File: src/rtl/issue_scoreboard_if.sv
// Issue-stage bus between the decode front end and the register scoreboard.
// StallCount exists only when ISSUE_STALL_COUNTER_EN is defined.
interface issue_scoreboard_if #(
   parameter int DATABITWIDTH    = 16,
   parameter int TAGBITWIDTH     = 6,
   parameter int REGADDRBITWIDTH = 4,
   parameter int FUNITCOUNT      = 5
);
   localparam int REGCOUNT = 2 ** REGADDRBITWIDTH;

   logic                       InstValid;
   logic [3:0]                 MinorOpcode;
   logic [FUNITCOUNT-1:0]      FunctionalUnitEnable;
   logic [1:0]                 WriteBackSourceIn;
   logic [TAGBITWIDTH-1:0]     InstructionTagIn;
   logic                       WritebackEnIn;
   logic [REGADDRBITWIDTH-1:0] WritebackRegAddr;
   logic                       RegAReadEn;
   logic                       RegBReadEn;
   logic [REGADDRBITWIDTH-1:0] RegAAddr;
   logic [REGADDRBITWIDTH-1:0] RegBAddr;
   logic [DATABITWIDTH-1:0]    RegADataIn;
   logic [DATABITWIDTH-1:0]    RegBDataIn;
   logic [FUNITCOUNT-1:0]      FunctionalUnitReady;
   logic                       CompleteValid;
   logic [REGADDRBITWIDTH-1:0] CompleteRegAddr;

   logic                       IssueStallOut;
   logic                       IssueValid;
   logic [FUNITCOUNT-1:0]      FunctionalUnitIssue;
   logic [3:0]                 ALU_MinorOpcode;
   logic [DATABITWIDTH-1:0]    Data_A;
   logic [DATABITWIDTH-1:0]    Data_B;
   logic [TAGBITWIDTH-1:0]     IssueTagOut;
   logic                       RegWriteEn;
   logic [1:0]                 WriteBackSourceOut;
   logic [REGADDRBITWIDTH-1:0] RegWriteAddrOut;
   logic [REGCOUNT-1:0]        PendingMask;
`ifdef ISSUE_STALL_COUNTER_EN
   logic [15:0]                StallCount;
`endif

   modport master (
      output InstValid, MinorOpcode, FunctionalUnitEnable, WriteBackSourceIn,
             InstructionTagIn, WritebackEnIn, WritebackRegAddr, RegAReadEn,
             RegBReadEn, RegAAddr, RegBAddr, RegADataIn, RegBDataIn,
             FunctionalUnitReady, CompleteValid, CompleteRegAddr,
`ifdef ISSUE_STALL_COUNTER_EN
      input  StallCount,
`endif
      input  IssueStallOut, IssueValid, FunctionalUnitIssue, ALU_MinorOpcode,
             Data_A, Data_B, IssueTagOut, RegWriteEn, WriteBackSourceOut,
             RegWriteAddrOut, PendingMask
   );

   modport slave (
      input  InstValid, MinorOpcode, FunctionalUnitEnable, WriteBackSourceIn,
             InstructionTagIn, WritebackEnIn, WritebackRegAddr, RegAReadEn,
             RegBReadEn, RegAAddr, RegBAddr, RegADataIn, RegBDataIn,
             FunctionalUnitReady, CompleteValid, CompleteRegAddr,
`ifdef ISSUE_STALL_COUNTER_EN
      output StallCount,
`endif
      output IssueStallOut, IssueValid, FunctionalUnitIssue, ALU_MinorOpcode,
             Data_A, Data_B, IssueTagOut, RegWriteEn, WriteBackSourceOut,
             RegWriteAddrOut, PendingMask
   );
endinterface

File: src/rtl/issue_scoreboard.sv
// In-order issue stage with a per-register pending-write scoreboard.
// Optional saturating stall counter enabled by ISSUE_STALL_COUNTER_EN.
module issue_scoreboard #(
   parameter int DATABITWIDTH    = 16,
   parameter int TAGBITWIDTH     = 6,
   parameter int REGADDRBITWIDTH = 4,
   parameter int FUNITCOUNT      = 5
) (
   input logic               clk,
   input logic               sync_rst,
   input logic               clk_en,
   issue_scoreboard_if.slave bus
);
   localparam int REGCOUNT = 2 ** REGADDRBITWIDTH;

   logic [REGCOUNT-1:0]        pending;
   logic [REGCOUNT-1:0]        pendingNext;
   logic [REGCOUNT-1:0]        setMask;
   logic [REGCOUNT-1:0]        clrMask;
   logic                       hazard;
   logic                       unitsReady;
   logic                       fire;
   logic                       issueStall;

   logic                       issueValidQ;
   logic [FUNITCOUNT-1:0]      fuIssueQ;
   logic [3:0]                 opcodeQ;
   logic [DATABITWIDTH-1:0]    dataAQ;
   logic [DATABITWIDTH-1:0]    dataBQ;
   logic [TAGBITWIDTH-1:0]     tagQ;
   logic                       regWriteEnQ;
   logic [1:0]                 wbSrcQ;
   logic [REGADDRBITWIDTH-1:0] wrAddrQ;

   // Hazards look only at registered pending bits; a completion is not bypassed.
   always_comb begin
      hazard = (bus.RegAReadEn    & pending[bus.RegAAddr])
             | (bus.RegBReadEn    & pending[bus.RegBAddr])
             | (bus.WritebackEnIn & pending[bus.WritebackRegAddr]);
      unitsReady = &(bus.FunctionalUnitReady | ~bus.FunctionalUnitEnable);
      fire       = clk_en & bus.InstValid & ~hazard & unitsReady;
      issueStall = bus.InstValid & ~fire;
   end

   // Clear is applied before set so a same-cycle set/clear of one register leaves it set.
   always_comb begin
      setMask = '0;
      clrMask = '0;
      if (fire && bus.WritebackEnIn) setMask[bus.WritebackRegAddr] = 1'b1;
      if (bus.CompleteValid)         clrMask[bus.CompleteRegAddr]  = 1'b1;
      pendingNext = (pending & ~clrMask) | setMask;
   end

   always_ff @(posedge clk) begin
      if (!sync_rst) begin
         pending     <= '0;
         issueValidQ <= 1'b0;
         fuIssueQ    <= '0;
         regWriteEnQ <= 1'b0;
         opcodeQ     <= '0;
         dataAQ      <= '0;
         dataBQ      <= '0;
         tagQ        <= '0;
         wbSrcQ      <= '0;
         wrAddrQ     <= '0;
      end else if (clk_en) begin
         pending     <= pendingNext;
         issueValidQ <= fire;
         fuIssueQ    <= fire ? bus.FunctionalUnitEnable : '0;
         regWriteEnQ <= fire & bus.WritebackEnIn;
         if (fire) begin
            opcodeQ <= bus.MinorOpcode;
            dataAQ  <= bus.RegADataIn;
            dataBQ  <= bus.RegBDataIn;
            tagQ    <= bus.InstructionTagIn;
            wbSrcQ  <= bus.WriteBackSourceIn;
            wrAddrQ <= bus.WritebackRegAddr;
         end
      end
   end

`ifdef ISSUE_STALL_COUNTER_EN
   logic [15:0] stallCountQ;

   always_ff @(posedge clk) begin
      if (!sync_rst) begin
         stallCountQ <= '0;
      end else if (clk_en && issueStall && (stallCountQ != 16'hFFFF)) begin
         stallCountQ <= stallCountQ + 16'd1;
      end
   end

   assign bus.StallCount = stallCountQ;
`endif

   assign bus.IssueStallOut      = issueStall;
   assign bus.IssueValid         = issueValidQ;
   assign bus.FunctionalUnitIssue = fuIssueQ;
   assign bus.ALU_MinorOpcode    = opcodeQ;
   assign bus.Data_A             = dataAQ;
   assign bus.Data_B             = dataBQ;
   assign bus.IssueTagOut        = tagQ;
   assign bus.RegWriteEn         = regWriteEnQ;
   assign bus.WriteBackSourceOut = wbSrcQ;
   assign bus.RegWriteAddrOut    = wrAddrQ;
   assign bus.PendingMask        = pending;
endmodule

File: src/flat_wrapper.sv
// flat-port wrapper written by rule: the top's interface ports become plain ports
module issue_scoreboard_flat 
#(
   parameter int DATABITWIDTH    = 16,
   parameter int TAGBITWIDTH     = 6,
   parameter int REGADDRBITWIDTH = 4,
   parameter int FUNITCOUNT      = 5
)
  (clk, sync_rst, clk_en, bus_InstValid, bus_MinorOpcode, bus_FunctionalUnitEnable, bus_WriteBackSourceIn, bus_InstructionTagIn, bus_WritebackEnIn, bus_WritebackRegAddr, bus_RegAReadEn, bus_RegBReadEn, bus_RegAAddr, bus_RegBAddr, bus_RegADataIn, bus_RegBDataIn, bus_FunctionalUnitReady, bus_CompleteValid, bus_CompleteRegAddr, bus_IssueStallOut, bus_IssueValid, bus_FunctionalUnitIssue, bus_ALU_MinorOpcode, bus_Data_A, bus_Data_B, bus_IssueTagOut, bus_RegWriteEn, bus_WriteBackSourceOut, bus_RegWriteAddrOut, bus_PendingMask);
  issue_scoreboard_if #(.DATABITWIDTH(DATABITWIDTH), .TAGBITWIDTH(TAGBITWIDTH), .REGADDRBITWIDTH(REGADDRBITWIDTH), .FUNITCOUNT(FUNITCOUNT)) bus_i ();
  input logic clk;
  input logic sync_rst;
  input logic clk_en;
  input wire logic [$bits(bus_i.InstValid)-1:0] bus_InstValid;
  input wire logic [$bits(bus_i.MinorOpcode)-1:0] bus_MinorOpcode;
  input wire logic [$bits(bus_i.FunctionalUnitEnable)-1:0] bus_FunctionalUnitEnable;
  input wire logic [$bits(bus_i.WriteBackSourceIn)-1:0] bus_WriteBackSourceIn;
  input wire logic [$bits(bus_i.InstructionTagIn)-1:0] bus_InstructionTagIn;
  input wire logic [$bits(bus_i.WritebackEnIn)-1:0] bus_WritebackEnIn;
  input wire logic [$bits(bus_i.WritebackRegAddr)-1:0] bus_WritebackRegAddr;
  input wire logic [$bits(bus_i.RegAReadEn)-1:0] bus_RegAReadEn;
  input wire logic [$bits(bus_i.RegBReadEn)-1:0] bus_RegBReadEn;
  input wire logic [$bits(bus_i.RegAAddr)-1:0] bus_RegAAddr;
  input wire logic [$bits(bus_i.RegBAddr)-1:0] bus_RegBAddr;
  input wire logic [$bits(bus_i.RegADataIn)-1:0] bus_RegADataIn;
  input wire logic [$bits(bus_i.RegBDataIn)-1:0] bus_RegBDataIn;
  input wire logic [$bits(bus_i.FunctionalUnitReady)-1:0] bus_FunctionalUnitReady;
  input wire logic [$bits(bus_i.CompleteValid)-1:0] bus_CompleteValid;
  input wire logic [$bits(bus_i.CompleteRegAddr)-1:0] bus_CompleteRegAddr;
  output wire logic [$bits(bus_i.IssueStallOut)-1:0] bus_IssueStallOut;
  output wire logic [$bits(bus_i.IssueValid)-1:0] bus_IssueValid;
  output wire logic [$bits(bus_i.FunctionalUnitIssue)-1:0] bus_FunctionalUnitIssue;
  output wire logic [$bits(bus_i.ALU_MinorOpcode)-1:0] bus_ALU_MinorOpcode;
  output wire logic [$bits(bus_i.Data_A)-1:0] bus_Data_A;
  output wire logic [$bits(bus_i.Data_B)-1:0] bus_Data_B;
  output wire logic [$bits(bus_i.IssueTagOut)-1:0] bus_IssueTagOut;
  output wire logic [$bits(bus_i.RegWriteEn)-1:0] bus_RegWriteEn;
  output wire logic [$bits(bus_i.WriteBackSourceOut)-1:0] bus_WriteBackSourceOut;
  output wire logic [$bits(bus_i.RegWriteAddrOut)-1:0] bus_RegWriteAddrOut;
  output wire logic [$bits(bus_i.PendingMask)-1:0] bus_PendingMask;
  assign bus_i.InstValid = bus_InstValid;
  assign bus_i.MinorOpcode = bus_MinorOpcode;
  assign bus_i.FunctionalUnitEnable = bus_FunctionalUnitEnable;
  assign bus_i.WriteBackSourceIn = bus_WriteBackSourceIn;
  assign bus_i.InstructionTagIn = bus_InstructionTagIn;
  assign bus_i.WritebackEnIn = bus_WritebackEnIn;
  assign bus_i.WritebackRegAddr = bus_WritebackRegAddr;
  assign bus_i.RegAReadEn = bus_RegAReadEn;
  assign bus_i.RegBReadEn = bus_RegBReadEn;
  assign bus_i.RegAAddr = bus_RegAAddr;
  assign bus_i.RegBAddr = bus_RegBAddr;
  assign bus_i.RegADataIn = bus_RegADataIn;
  assign bus_i.RegBDataIn = bus_RegBDataIn;
  assign bus_i.FunctionalUnitReady = bus_FunctionalUnitReady;
  assign bus_i.CompleteValid = bus_CompleteValid;
  assign bus_i.CompleteRegAddr = bus_CompleteRegAddr;
  assign bus_IssueStallOut = bus_i.IssueStallOut;
  assign bus_IssueValid = bus_i.IssueValid;
  assign bus_FunctionalUnitIssue = bus_i.FunctionalUnitIssue;
  assign bus_ALU_MinorOpcode = bus_i.ALU_MinorOpcode;
  assign bus_Data_A = bus_i.Data_A;
  assign bus_Data_B = bus_i.Data_B;
  assign bus_IssueTagOut = bus_i.IssueTagOut;
  assign bus_RegWriteEn = bus_i.RegWriteEn;
  assign bus_WriteBackSourceOut = bus_i.WriteBackSourceOut;
  assign bus_RegWriteAddrOut = bus_i.RegWriteAddrOut;
  assign bus_PendingMask = bus_i.PendingMask;
  issue_scoreboard #(.DATABITWIDTH(DATABITWIDTH), .TAGBITWIDTH(TAGBITWIDTH), .REGADDRBITWIDTH(REGADDRBITWIDTH), .FUNITCOUNT(FUNITCOUNT)) u_core (.clk(clk), .sync_rst(sync_rst), .clk_en(clk_en), .bus(bus_i));
endmodule
File: config.mk
export PLATFORM = sky130hd
export DESIGN_NAME = issue_scoreboard_flat
export DESIGN_NICKNAME = d
export VERILOG_FILES = /design/src/rtl/issue_scoreboard_if.sv /design/src/rtl/issue_scoreboard.sv /design/src/flat_wrapper.sv
export SDC_FILE = /design/constraint.sdc
export NUM_CORES = 1
export LEC_CHECK = 0
export BUFFER_PORTS_ARGS = -buffer_cell sky130_fd_sc_hd__clkbuf_2
export CAP_MARGIN = 40
export CORE_ASPECT_RATIO = 1.1
export CORE_MARGIN = 3
export CORE_UTILIZATION = 34
export CTS_CLUSTER_SIZE = 16
export DETAILED_ROUTE_END_ITERATION = 8
export GPL_ROUTABILITY_DRIVEN = 0
export GPL_TIMING_DRIVEN = 0
export SLEW_MARGIN = 30
export SYNTH_ARGS = -nofsm -noshare
export SYNTH_HDL_FRONTEND = slang
export SYNTH_SLANG_ARGS = --single-unit
File: constraint.sdc
create_clock -name clk -period 2 [get_ports clk]
set_input_delay 0.1 -clock clk [delete_from_list [all_inputs] [get_ports clk]]
set_output_delay 0.1 -clock clk [all_outputs]
set_load 0.02 [all_outputs]
==> flow_summary_export.csv <==
group,metric,value,unit
clocking,cts_buffers,9,
logic_synthesis,syn-mean-instance-area,9.64,um2
placed_design,port_buffers,146,
critical_path,path_class,"reg -> reg",
logic_synthesis,synth_area_leaders,"dfxtp_1 40%, mux2i_1 15%, nand2_1 13%",
logic_synthesis,synth_edf_count,0,
clocking,clock_sinks,71,
final_layout,fin_cells,732,
critical_path,endpoint,"u_core.bus.IssueTagOut[5]",
final_layout,final_util,54.5,%
critical_path,required,2270,ps
detailed_routing,drtIter0Drc,119,
critical_path,slowest_stage,"mux4_2",
logic_synthesis,postSynth.asyncResetShare,0,%
global_route,grt_pass1_vias,3822,
pwr,power.internal,0.00238,W
placed_design,place.detailed.hpwl,7910,um
placed_design,dp.cells,655,
critical_path,r2r_cells,11,
critical_path,crit_path_max_incr_delay,500,ps
critical_path,crit_chain,"mux4_2 -> buf_6 -> mux2i_4 -> o21ai_4 -> buf_6 -> a2111oi_4 -> buf_6 -> buf_12 -> buf_12 -> buf_16 -> mux2i_1",
timing,setup_viol,72,
timing,fin_ws,-481,ps
global_route,grt.overflow.total,0,
critical_path,reg2reg_slack,-480,ps
detailed_routing,drt-total-wl,11700,um
clocking,clk_pin_slew,80,ps
floorplanning,chipWidth,104,um
global_route,grt_max_degree,13,
clocking,cts_root_buffer,"clkbuf_8",
logic_synthesis,synth_top_area_share,39.9,%
critical_path,arrival,2750,ps
run_status,violations,"setup timing",
timing,max_freq,0.403,GHz
detailed_routing,post_drt_wl_per_cell,16.0,um
pwr,p_sw,0.000827,W
critical_path,end_kind,"register",
placed_design,dp_slack,-318,ps
detailed_routing,firstDrtPassIters,4,
floorplanning,row_count,38,
logic_synthesis,syn_nets,447,
logic_synthesis,synth-seq-area-share,39.9,%
run_status,status,"finished, violations left",
logic_synthesis,synthCells,369,
pwr,total_power,0.00321,W
timing,maxSlewViolCount,0,
flow_run,maxCapViolations,0,
timing,period_share,124,%
timing,worst_pin_slew,656,ps
floorplanning,initial_utilization,35.5,%
final_layout,diodes,0,
final_layout,area_growth,53.5,%
pwr,clkPwrFrac,39.3,%
global_route,grt.total_usage,19.6,%
clocking,h-tree-depth,3,
pwr,p_comb_share,15.5,%
critical_path,setup.worst_path.start_class,"register",
critical_path,cpMostUsedCell,"buf_6",
logic_synthesis,ys_ff_latch,71,
logic_synthesis,synth_area,0.00356,mm2
floorplanning,die_y,113,um
logic_synthesis,ys.flop_type,"dfxtp_1",
floorplanning,boundaryPins,150,
final_layout,final_nets,666,
timing,layout_min_cycle_time,2480,ps
floorplanning,coreArea,0.0100,mm2
detailed_routing,viasPerCell,4.94,
hold_path,hp-class,"in -> reg",
pwr,power_frac_seq,45.3,%
detailed_routing,final_antenna_net_count,0,
timing,hold_viol,0,
timing,skew,8.93,ps
detailed_routing,drc,0,
critical_path,critPathMaxFanout,5,
clocking,cts_buffer_depth,2,
pwr,peakVddDrop,0.365,mV
global_route,antenna_found_initial,0,
critical_path,reg2reg_from,"u_core.bus.PendingMask[14]",
detailed_routing,dr_total_vias,3613,
logic_synthesis,synth.distinct_cells,37,
timing,rsz0062_at_grt,"yes",
critical_path,r2r-end,"u_core.bus.IssueTagOut[5]",
pwr,leakage,2.34,nW
critical_path,crit_path_start,"u_core.bus.PendingMask[14]",
clocking,cts_tree,"yes",
logic_synthesis,yosysTopAreaCell,"dfxtp_1",
clocking,clk-insertion-delay-late,340,ps
global_route,grt_pass1_wl,18900,um
final_layout,final_layout_size_suffix_gt1_share,40.4,%
logic_synthesis,synth_warnings,0,
floorplanning,die_area,0.0117,mm2
final_layout,nFillCells,894,
pwr,pwr_density_cell,587,mW/mm2
pwr,swShare,25.8,%
timing,relSlewSlack,56.2,%
power groups by stage:
stage / Sequential [W] / Combinational [W] / Clock [W]
5_1_grt: 0.00145 / 0.000536 / 0.00135
3_5_place_dp: 0.00149 / 0.000376 / 0
4_1_cts: 0.00145 / 0.000489 / 0.00129
6_report: 0.00145 / 0.000496 / 0.00126
3_3_place_gp: 0.00148 / 0.000372 / 0
2_1_floorplan: 0.00152 / 0.000173 / 0
how the worst min path moves through the flow:
stage	from	depth (start not counted)	to
after floorplan	bus_MinorOpcode[0]	2	u_core.bus.ALU_MinorOpcode[0]
after global placement	bus_InstructionTagIn[4]	3	u_core.bus.IssueTagOut[4]
after detailed placement	bus_InstructionTagIn[3]	3	u_core.bus.IssueTagOut[3]
after CTS	bus_FunctionalUnitEnable[4]	3	u_core.bus.FunctionalUnitIssue[4]
after global routing	bus_FunctionalUnitEnable[4]	3	u_core.bus.FunctionalUnitIssue[4]
final	bus_FunctionalUnitEnable[4]	3	u_core.bus.FunctionalUnitIssue[4]
routing by layer:
layer	share of wire, %	vias up	global-route usage [%]	wire [um]
met5	0	-	0	0
met3	6.7	19	5.65	789
met2	50	141	36.1	5850
met1	41	1720	21.7	4800
li1	-	1733	-	-
met4	2.1	0	6.65	246
through the flow:
step / hold WS, ps / cell area [um2] / TNS (ps)
2_1_floorplan: 242 / 3560 / -2650
3_3_place_gp: 331 / 4470 / -12780
3_5_place_dp: 340 / 4470 / -14230
4_1_cts: 1.13 / 5450 / -27410
5_1_grt: 6.29 / 5460 / -30520
6_report: 20.8 / 5460 / -25260
cells in the final DEF (no fill, tap or decap), drive strengths merged, types with 4 or more instances in the layout:
cell type      n
clkbuf       172
nand2        122
dfxtp         71
mux2i         53
dlygate4sd3   43
buf           28
o21ai         23
mux4          11
o211ai         9
o311ai         8
nand3          6
inv            5
nand4          5
nor2b          4
Yosys cell counts (4+ instances only):
| cell | count |
|---|---|
| nand2_1 | 122 |
| dfxtp_1 | 71 |
| mux2i_1 | 52 |
| o21ai_2 | 19 |
| clkbuf_1 | 16 |
| o211ai_1 | 8 |
| o311ai_0 | 8 |
| mux4_1 | 7 |
| nand3_1 | 6 |
| buf_6 | 5 |
| inv_1 | 5 |
| nand4_1 | 5 |
| buf_12 | 4 |
| mux4_2 | 4 |
| nor2b_1 | 4 |
area by class of cell:
class	instances	area, um2	share of cell area [%]
Clock buffer	10	128	2.34
Multi-Input combinational cell	268	1930	35.4
Timing Repair Buffer	210	1500	27.4
Sequential cell	71	1440	26.4
Buffer	23	183	3.34
Clock inverter	5	83.8	1.53
Tap cell	140	175	3.21
Inverter	5	18.8	0.344
critical path, delay by kind of cell, from the launching register on:
kind            cells  cell delay (ps)
buf+inv             6              760
mux                 3              840
compound gates      2              450
flops               1              360
state kept, by name, indices dropped and copies added, names as in the netlist:
name and cells:
u_core.bus.IssueTagOut 6, u_core.bus.FunctionalUnitIssue 5, u_core.bus.RegWriteAddrOut 4, u_core.bus.PendingMask 16, u_core.bus.Data_A 16, u_core.bus.Data_B 16, u_core.bus.ALU_MinorOpcode 4, u_core.bus.RegWriteEn 1
u_core.bus.IssueValid 1, u_core.bus.WriteBackSourceOut 2
cell families after synthesis:
| logic type | share of synthesized area (%) |
|---|---|
| buffers and inverters | 6.05 |
| muxes | 22.7 |
| DFF | 39.9 |
| AOI/OAI and AO/OA | 12.4 |
| and+or+nand+nor | 18.9 |
repair_timing:
item,in CTS,in global routing
gates resized for setup,20,9
pin swaps,5,1
endpoints found under the setup margin,70,72
hold buffers,43,0
cloned,4,1
endpoints found under the hold margin,43,0
setup buffers,15,4
Note: power is estimated with default switching activity, not from simulation.
